`config.mk`:
```
export PLATFORM = sky130hd
export DESIGN_NAME = perf_counter_bank_flat
export DESIGN_NICKNAME = d
export VERILOG_FILES = /design/src/rtl/perf_counter_bank_if.sv /design/src/rtl/perf_counter_bank.sv /design/src/flat_wrapper.sv
export SDC_FILE = /design/constraint.sdc
export NUM_CORES = 1
export LEC_CHECK = 0
export ABC_AREA = 0
export CAP_MARGIN = 0
export CORE_AREA = 2 2 128 130
export DETAILED_ROUTE_END_ITERATION = 10
export DIE_AREA = 0 0 130 132
export PLACE_DENSITY = 0.45
export RECOVER_POWER = 100
export SYNTH_ARGS = -nofsm -noshare
export SYNTH_HDL_FRONTEND = slang
export SYNTH_SLANG_ARGS = --single-unit
```
`constraint.sdc`:
```
create_clock -name clk -period 2.6 [get_ports clk]
set_clock_uncertainty 0.1 [all_clocks]
set_input_delay 0.52 -clock clk [delete_from_list [all_inputs] [get_ports clk]]
set_output_delay 0.52 -clock clk [all_outputs]
set_load 0.02 [all_outputs]
```
`src/rtl/perf_counter_bank_if.sv`:
```
// perf_counter_bank_if
//   Read port between the control/status register slave (master side) and
//   the performance counter bank (slave side).
//
//   Parameters:
//     WIDTH - counter / read data width
//     SEL_W - channel select width
//
//   Signals:
//     rd_req_i   - single-cycle read request
//     rd_sel_i   - channel to read, sampled with rd_req_i
//     rd_clr_i   - clear-on-read qualifier, sampled with rd_req_i
//     rd_valid_o - one-cycle pulse, read result valid
//     rd_data_o  - counter value returned by the read
//     rd_ovf_o   - overflow flag of the channel that was read
`timescale 1ns/1ps

interface perf_counter_bank_if #(
  parameter int WIDTH = 16,
  parameter int SEL_W = 2
) ();

  logic             rd_req_i;
  logic [SEL_W-1:0] rd_sel_i;
  logic             rd_clr_i;
  logic             rd_valid_o;
  logic [WIDTH-1:0] rd_data_o;
  logic             rd_ovf_o;

  modport master (
    output rd_req_i, rd_sel_i, rd_clr_i,
    input  rd_valid_o, rd_data_o, rd_ovf_o
  );

  modport slave (
    input  rd_req_i, rd_sel_i, rd_clr_i,
    output rd_valid_o, rd_data_o, rd_ovf_o
  );

endinterface

```
`src/rtl/perf_counter_bank.sv`:
```
// perf_counter_bank
//   NUM_CH independent event counters, each advanced by a multi-bit
//   increment per cycle. One channel at a time is read through a registered
//   read port (perf_counter_bank_if), optionally clearing it. Each channel
//   has a sticky overflow flag; a masked OR of the flags drives irq_o.
//
//   Configuration macro: PERF_CNT_SAT_EN
//     undefined - counters wrap modulo 2^WIDTH (default)
//     defined   - counters saturate at all-ones on carry out
//
//   Ports:
//     clk        - clock, rising edge
//     reset_n    - asynchronous active-low reset
//     freeze_i   - hold all counters and flags (reads still work)
//     evt_en_i   - per-channel count enable
//     evt_inc_i  - per-channel increment, channel k at [k*INC_W +: INC_W]
//     irq_en_i   - per-channel interrupt mask
//     ovf_o      - sticky per-channel overflow flags
//     irq_o      - registered OR of (ovf_o & irq_en_i)
//     rd         - read port, slave modport
`timescale 1ns/1ps

module perf_counter_bank #(
  parameter int NUM_CH = 4,
  parameter int WIDTH  = 16,
  parameter int INC_W  = 2,
  parameter int SEL_W  = (NUM_CH > 1) ? $clog2(NUM_CH) : 1
) (
  input  logic                    clk,
  input  logic                    reset_n,
  input  logic                    freeze_i,
  input  logic [NUM_CH-1:0]       evt_en_i,
  input  logic [NUM_CH*INC_W-1:0] evt_inc_i,
  input  logic [NUM_CH-1:0]       irq_en_i,
  output logic [NUM_CH-1:0]       ovf_o,
  output logic                    irq_o,
  perf_counter_bank_if.slave      rd
);

  logic [NUM_CH-1:0][WIDTH-1:0] cnt_q;
  logic [NUM_CH-1:0][WIDTH-1:0] cnt_d;
  logic [NUM_CH-1:0]            ovf_q;
  logic [NUM_CH-1:0]            ovf_d;
  logic [NUM_CH-1:0][WIDTH:0]   inc;
  logic [NUM_CH-1:0][WIDTH:0]   sum;
  logic [NUM_CH-1:0]            clr_hit;

  logic [WIDTH-1:0]             rd_cnt_mux;
  logic                         rd_ovf_mux;

  logic                         rd_valid_q;
  logic [WIDTH-1:0]             rd_data_q;
  logic                         rd_ovf_q;
  logic                         irq_q;

  always_comb begin
    cnt_d      = cnt_q;
    ovf_d      = ovf_q;
    inc        = '0;
    sum        = '0;
    clr_hit    = '0;
    rd_cnt_mux = '0;
    rd_ovf_mux = 1'b0;
    for (int k = 0; k < NUM_CH; k++) begin
      if (evt_en_i[k] && !freeze_i) begin
        inc[k] = (WIDTH+1)'(evt_inc_i[k*INC_W +: INC_W]);
      end
      sum[k] = {1'b0, cnt_q[k]} + inc[k];

      // An out-of-range select matches no channel, so the mux returns 0
      // and no channel is cleared.
      if (rd.rd_sel_i == SEL_W'(k)) begin
        rd_cnt_mux = cnt_q[k];
        rd_ovf_mux = ovf_q[k];
        clr_hit[k] = rd.rd_req_i && rd.rd_clr_i;
      end

      if (clr_hit[k]) begin
        // Keep the event of the read cycle; INC_W < WIDTH so this cannot
        // carry, and any carry of the normal path is intentionally dropped.
        cnt_d[k] = inc[k][WIDTH-1:0];
        ovf_d[k] = 1'b0;
      end else begin
`ifdef PERF_CNT_SAT_EN
        cnt_d[k] = sum[k][WIDTH] ? {WIDTH{1'b1}} : sum[k][WIDTH-1:0];
`else
        cnt_d[k] = sum[k][WIDTH-1:0];
`endif
        ovf_d[k] = ovf_q[k] | sum[k][WIDTH];
      end
    end
  end

  // The read captures pre-update values; irq is one stage behind ovf.
  always_ff @(posedge clk or negedge reset_n) begin
    if (!reset_n) begin
      cnt_q      <= '0;
      ovf_q      <= '0;
      rd_valid_q <= 1'b0;
      rd_data_q  <= '0;
      rd_ovf_q   <= 1'b0;
      irq_q      <= 1'b0;
    end else begin
      cnt_q      <= cnt_d;
      ovf_q      <= ovf_d;
      rd_valid_q <= rd.rd_req_i;
      if (rd.rd_req_i) begin
        rd_data_q <= rd_cnt_mux;
        rd_ovf_q  <= rd_ovf_mux;
      end
      irq_q      <= |(ovf_q & irq_en_i);
    end
  end

  assign ovf_o         = ovf_q;
  assign irq_o         = irq_q;
  assign rd.rd_valid_o = rd_valid_q;
  assign rd.rd_data_o  = rd_data_q;
  assign rd.rd_ovf_o   = rd_ovf_q;

endmodule

```
`src/flat_wrapper.sv`:
```
// flat-port wrapper written by rule: the top's interface ports become plain ports
module perf_counter_bank_flat 
#(
  parameter int NUM_CH = 4,
  parameter int WIDTH  = 16,
  parameter int INC_W  = 2,
  parameter int SEL_W  = (NUM_CH > 1) ? $clog2(NUM_CH) : 1
)
  (clk, reset_n, freeze_i, evt_en_i, evt_inc_i, irq_en_i, ovf_o, irq_o, rd_rd_req_i, rd_rd_sel_i, rd_rd_clr_i, rd_rd_valid_o, rd_rd_data_o, rd_rd_ovf_o);
  perf_counter_bank_if #(.WIDTH(WIDTH), .SEL_W(SEL_W)) rd_i ();
  input  logic clk;
  input  logic reset_n;
  input  logic freeze_i;
  input  logic [NUM_CH-1:0] evt_en_i;
  input  logic [NUM_CH*INC_W-1:0] evt_inc_i;
  input  logic [NUM_CH-1:0] irq_en_i;
  output logic [NUM_CH-1:0] ovf_o;
  output logic irq_o;
  input wire logic [$bits(rd_i.rd_req_i)-1:0] rd_rd_req_i;
  input wire logic [$bits(rd_i.rd_sel_i)-1:0] rd_rd_sel_i;
  input wire logic [$bits(rd_i.rd_clr_i)-1:0] rd_rd_clr_i;
  output wire logic [$bits(rd_i.rd_valid_o)-1:0] rd_rd_valid_o;
  output wire logic [$bits(rd_i.rd_data_o)-1:0] rd_rd_data_o;
  output wire logic [$bits(rd_i.rd_ovf_o)-1:0] rd_rd_ovf_o;
  assign rd_i.rd_req_i = rd_rd_req_i;
  assign rd_i.rd_sel_i = rd_rd_sel_i;
  assign rd_i.rd_clr_i = rd_rd_clr_i;
  assign rd_rd_valid_o = rd_i.rd_valid_o;
  assign rd_rd_data_o = rd_i.rd_data_o;
  assign rd_rd_ovf_o = rd_i.rd_ovf_o;
  perf_counter_bank #(.NUM_CH(NUM_CH), .WIDTH(WIDTH), .INC_W(INC_W), .SEL_W(SEL_W)) u_core (.clk(clk), .reset_n(reset_n), .freeze_i(freeze_i), .evt_en_i(evt_en_i), .evt_inc_i(evt_inc_i), .irq_en_i(irq_en_i), .ovf_o(ovf_o), .irq_o(irq_o), .rd(rd_i));
endmodule
```
# Word-level counts from Yosys, hierarchy flattened
# Index checks and enable logic that the tools add are counted.
dict set report totals {
  word_cells 53
  reg_bits 87
  output_inout_bits 23
  input_bits 23
}
dict set report op_classes {
  addsub 4
  n_reduce_logical 8
  bitwise 5
  n_eq_ne 3
  n_mux 24
}
# op count
set op_table {}
lappend op_table {{2-to-1 mux 16 bit} 8}
lappend op_table {{adder 16 x 2 -> 17 bit} 4}
lappend op_table {{2-to-1 mux 1 bit} 12}
lappend op_table {{2-to-1 mux 2 bit} 4}
lappend op_table {{logical AND 1 bit} 5}
lappend op_table {{AND 4 bit} 1}
lappend op_table {{equality test 2 bit (second input constant)} 2}
lappend op_table {{bitwise OR 1 bit} 4}
lappend op_table {{OR reduction 4 bit} 1}
lappend op_table {{equality test 2 x 1 -> 1 bit (second input constant)} 1}
lappend op_table {{logical NOT 2 bit} 1}
lappend op_table {{logical NOT 1 bit} 1}

# Longest topological paths before layout
dict set report logic_depth {
  word_depth 6
  depth_mapped 10
  ltp_nobuf 9
}

# Worst setup path before layout
# Ideal clock, no wire load.
dict set report synth_path {
  kind {input-to-reg}
  start {in evt_en_i[2]}
  end {reg u_core.cnt_q[44] in the netlist's numbering}
  setup_ns 0.078
  stages 10
  path_buffers 1
  required_time_ns 2.422
  path_slack_ns 0.112
  arrival_ns 2.310
  path_cell_list {nor2b_1 -> and2_1 -> ha_1 -> inv_1 -> fa_1 -> and4b_1 -> clkbuf_1 -> nand2_1 -> or3_1 -> a21oi_1}
}
# item line
set synth_rtl {}
lappend synth_rtl {{start, declared} flat_wrapper.sv:14} ;# input logic [NUM_CH-1:0] evt_en_i;
lappend synth_rtl {{end signal, assigned} perf_counter_bank.sv:104} ;# cnt_q <= cnt_d;
lappend synth_rtl {{end, declared} perf_counter_bank.sv:40} ;# logic [NUM_CH-1:0][WIDTH-1:0] cnt_q;

==> impl_metrics.yaml <==
cells_and_area:
  drive_above_1_share_pct: 23.17
  regArea_um2: 2177
  antenna_cells: 0
  fin_area_um2: 6002
  fill_cells: 1549
  mostFrequentLayoutCells: "dfrtp_1, nor2_1, nand2_1, buf_4, xnor2_1"
  final_common_cell: "dfrtp_1"
  finish.utilization_pct: 38.20
  stdcell_count: 734
  nNetsFinal: 548
  area_growth_pct: 29.89
  multi_input_area_um2: 2454
critical_path:
  required_ns: 2.77
  startpoint_type: "primary input"
  path_class: "primary input to register"
  cp-end-kind: "register"
  critical-path-max-stage-delay_ns: 0.57
  critical_path_arrival_ns: 2.72
  path_max_fanout: 5
  path_buf_inv: 2
  rr_endpoint: "u_core.cnt_q[10]"
  path_delay_family: "simple AND/OR/NAND/NOR gates"
  rrSetupSlack_ns: 0.48
  crit_slowest_cell: "or4b_4"
  r2r_start: "u_core.cnt_q[0]"
  r2r_cells: 8
  crit_chain: "clkdlybuf4s50_1 > nor2b_4 > nand2_1 > inv_1 > ha_1 > a21oi_1 > or4b_4 > or3_1 > a21oi_1"
  crit_path_frequent_cell: "a21oi_1"
place:
  placed_cell_area_um2: 5595
  io_buffers: 45
  routabilityCongestion: 0.8319
  post-dp-hpwl_um: 9276
  place_inst: 717
pwr:
  pwr-share-clk_pct: 34.2
  combPwrFrac_pct: 19.0
  cellPowerDensity_nw_per_um2: 632.9
  peakVddDrop_uv: 285.7
  p_switching_mw: 1.128
  p_int_mw: 2.671
  p_leak_nw: 2.633
  netSwitchingFraction_pct: 29.68
  pwr-share-seq_pct: 46.8
synth:
  synth_seq_cells: 87
  yosys.area.top_type: "dfrtp_1"
  async_flop_share_pct: 100.0
  synth.top_cell.area_share_pct: 47.12
  ys_seq_area_share_pct: 47.12
  synthTopCellsByArea: "dfrtp_1, mux4_2, mux2_2"
  synthFlopType: "dfrtp_1"
  syn_nets: 465
  syn_avg_cell_area_um2: 10.75
  synthCells: 430
  syn_area_um2: 4621
  ys_warn_count: 0
  synth_edf_count: 0
  synth_cell_types: 44
routing:
  routed_wl_um: 12460
  wire_per_inst_um: 16.98
  vias: 3518
  drc: 0
  drt.antenna.violating_nets: 0
  via_per_inst: 4.793
  dr.first_iter.drc_count: 163
  drt_first_pass_iters: 4
sta:
  fmax_mhz: 392.7
  tightest_slew_ns: 1.057
  rsz0062_at_grt: "true"
  tns_ns: 0
  relSlewSlack_pct: 29.51
  period_needed_ns: 2.547
  finalSetupViolations: 0
  finalCritPeriodShare_pct: 97.95
  maxSlewViolCount: 0
  hold_viol: 0
global_routing:
  grt_pass1_wl_um: 20360
  grt_pass1_vias: 3597
  antenna_found_initial: 0
  grt_usage_pct: 15.78
  grt-ovfl-total: 0
  grt_max_degree: 36
floorplan:
  die_w_um: 130
  design.portCount: 46
  die_area_um2: 17160
  die-height_um: 132
  core_um2: 15710
  start_util_pct: 29.41
  rows: 46
clock_network:
  numCtsBuffers: 9
  h-tree-depth: 3
  cts_tree: "built"
  clockBufferDepth: 2
  cts-root-buf: "clkbuf_16"
  clock-sinks: 87
  clkTransAtPathRegs_ns: 0.06
  clk_latency_ns: 0.35
  ctsHoldBuffers: 0
hold_path:
  hold_class: "primary input to asynchronous set/reset pin"
outcome:
  status: "finished, final reports clean"
run:
  cap_violations: 0
[timing repair]
action,4_1_cts,5_1_grt
endpoints found under the setup margin,17,20
gates resized for setup,7,27
setup buffers,0,1
pin swaps,3,13
[power by group through the flow]
stage	Clock [mW]	Combinational, mW	Sequential [mW]
2_1_floorplan	0	0.416	1.75
3_3_place_gp	0	0.714	1.78
3_5_place_dp	0	0.732	1.79
4_1_cts	1.35	0.734	1.77
5_1_grt	1.40	0.811	1.81
6_report	1.30	0.722	1.78
[through the flow]
stage	setup slack (ns)	hold slack (ns)	power, mW
after floorplan	0.1119	0.1244	2.166
after global placement	-0.4657	0.3908	2.496
after detailed placement	-0.4968	0.3969	2.525
after CTS	0.0003124	0.06123	3.852
after global routing	-0.03585	0.3270	4.025
final	0.05320	0.2524	3.799
[worst max-delay path by stage]
stage	startpoint	end	slack, ns	depth (start not counted)
2_1_floorplan	evt_en_i[2]	u_core.cnt_q[44]	0.11	10
3_3_place_gp	freeze_i	u_core.cnt_q[44]	-0.47	10
3_5_place_dp	freeze_i	u_core.cnt_q[14]	-0.50	10
4_1_cts	evt_en_i[2]	u_core.cnt_q[44]	0.0003	10
5_1_grt	evt_en_i[2]	u_core.cnt_q[44]	-0.04	10
6_report	evt_en_i[3]	u_core.cnt_q[63]	0.05	9
[synthesized netlist by cell type, drive strengths merged (7+ instances only)]
master and count:
nor2 59, mux4 17, inv 20, ha 8, xor2 18, nand3 12, nor3 13, mux2 20
or3 8, dfrtp 87, nor2b 10, xnor2 24, a21oi 18, nand4 15, nor4 9, buf 7
nand2 32, o21ai 8
[final cells by class]
class | instances | share of cell area (%)
sequential | 87 | 36.27
clock inverter | 3 | 0.2502
clock buffer | 13 | 4.670
inverter | 20 | 1.251
timing repair buffer | 84 | 12.17
multi-input combinational | 311 | 40.88
tap | 216 | 4.503
[metal layers]
| layer | track usage [%] | vias to the layer above | share of wire, % |
|---|---|---|---|
| li1 | - | 1696 | - |
| met3 | 3.977 | 6 | 4.3 |
| met2 | 24.23 | 53 | 48 |
| met1 | 22.44 | 1763 | 47 |
| met5 | 0 | - | 0 |
| met4 | 3.584 | 0 | 0.84 |
[state kept, by name, summed over array words and instances (netlist names)]
register	cells
u_core.rd.rd_valid_o	1
u_core.cnt_q	64
u_core.ovf_o	4
u_core.irq_o	1
u_core.rd.rd_data_o	16
u_core.rd.rd_ovf_o	1
[logic make-up (layout without fill, tap and decap cells)]
logic type	Yosys count	count (layout)	share of synthesized area (%)
buffers and inverters	32	120	2.654
muxes	37	37	13.24
xor gates and xnor gates	42	42	7.961
DFF	87	87	47.12
adders and majority gates	12	12	3.899
AOI/OAI and AO/OA	39	39	5.010
and+or+nand+nor	181	181	20.12
Note: power is estimated with default switching activity, not from simulation.
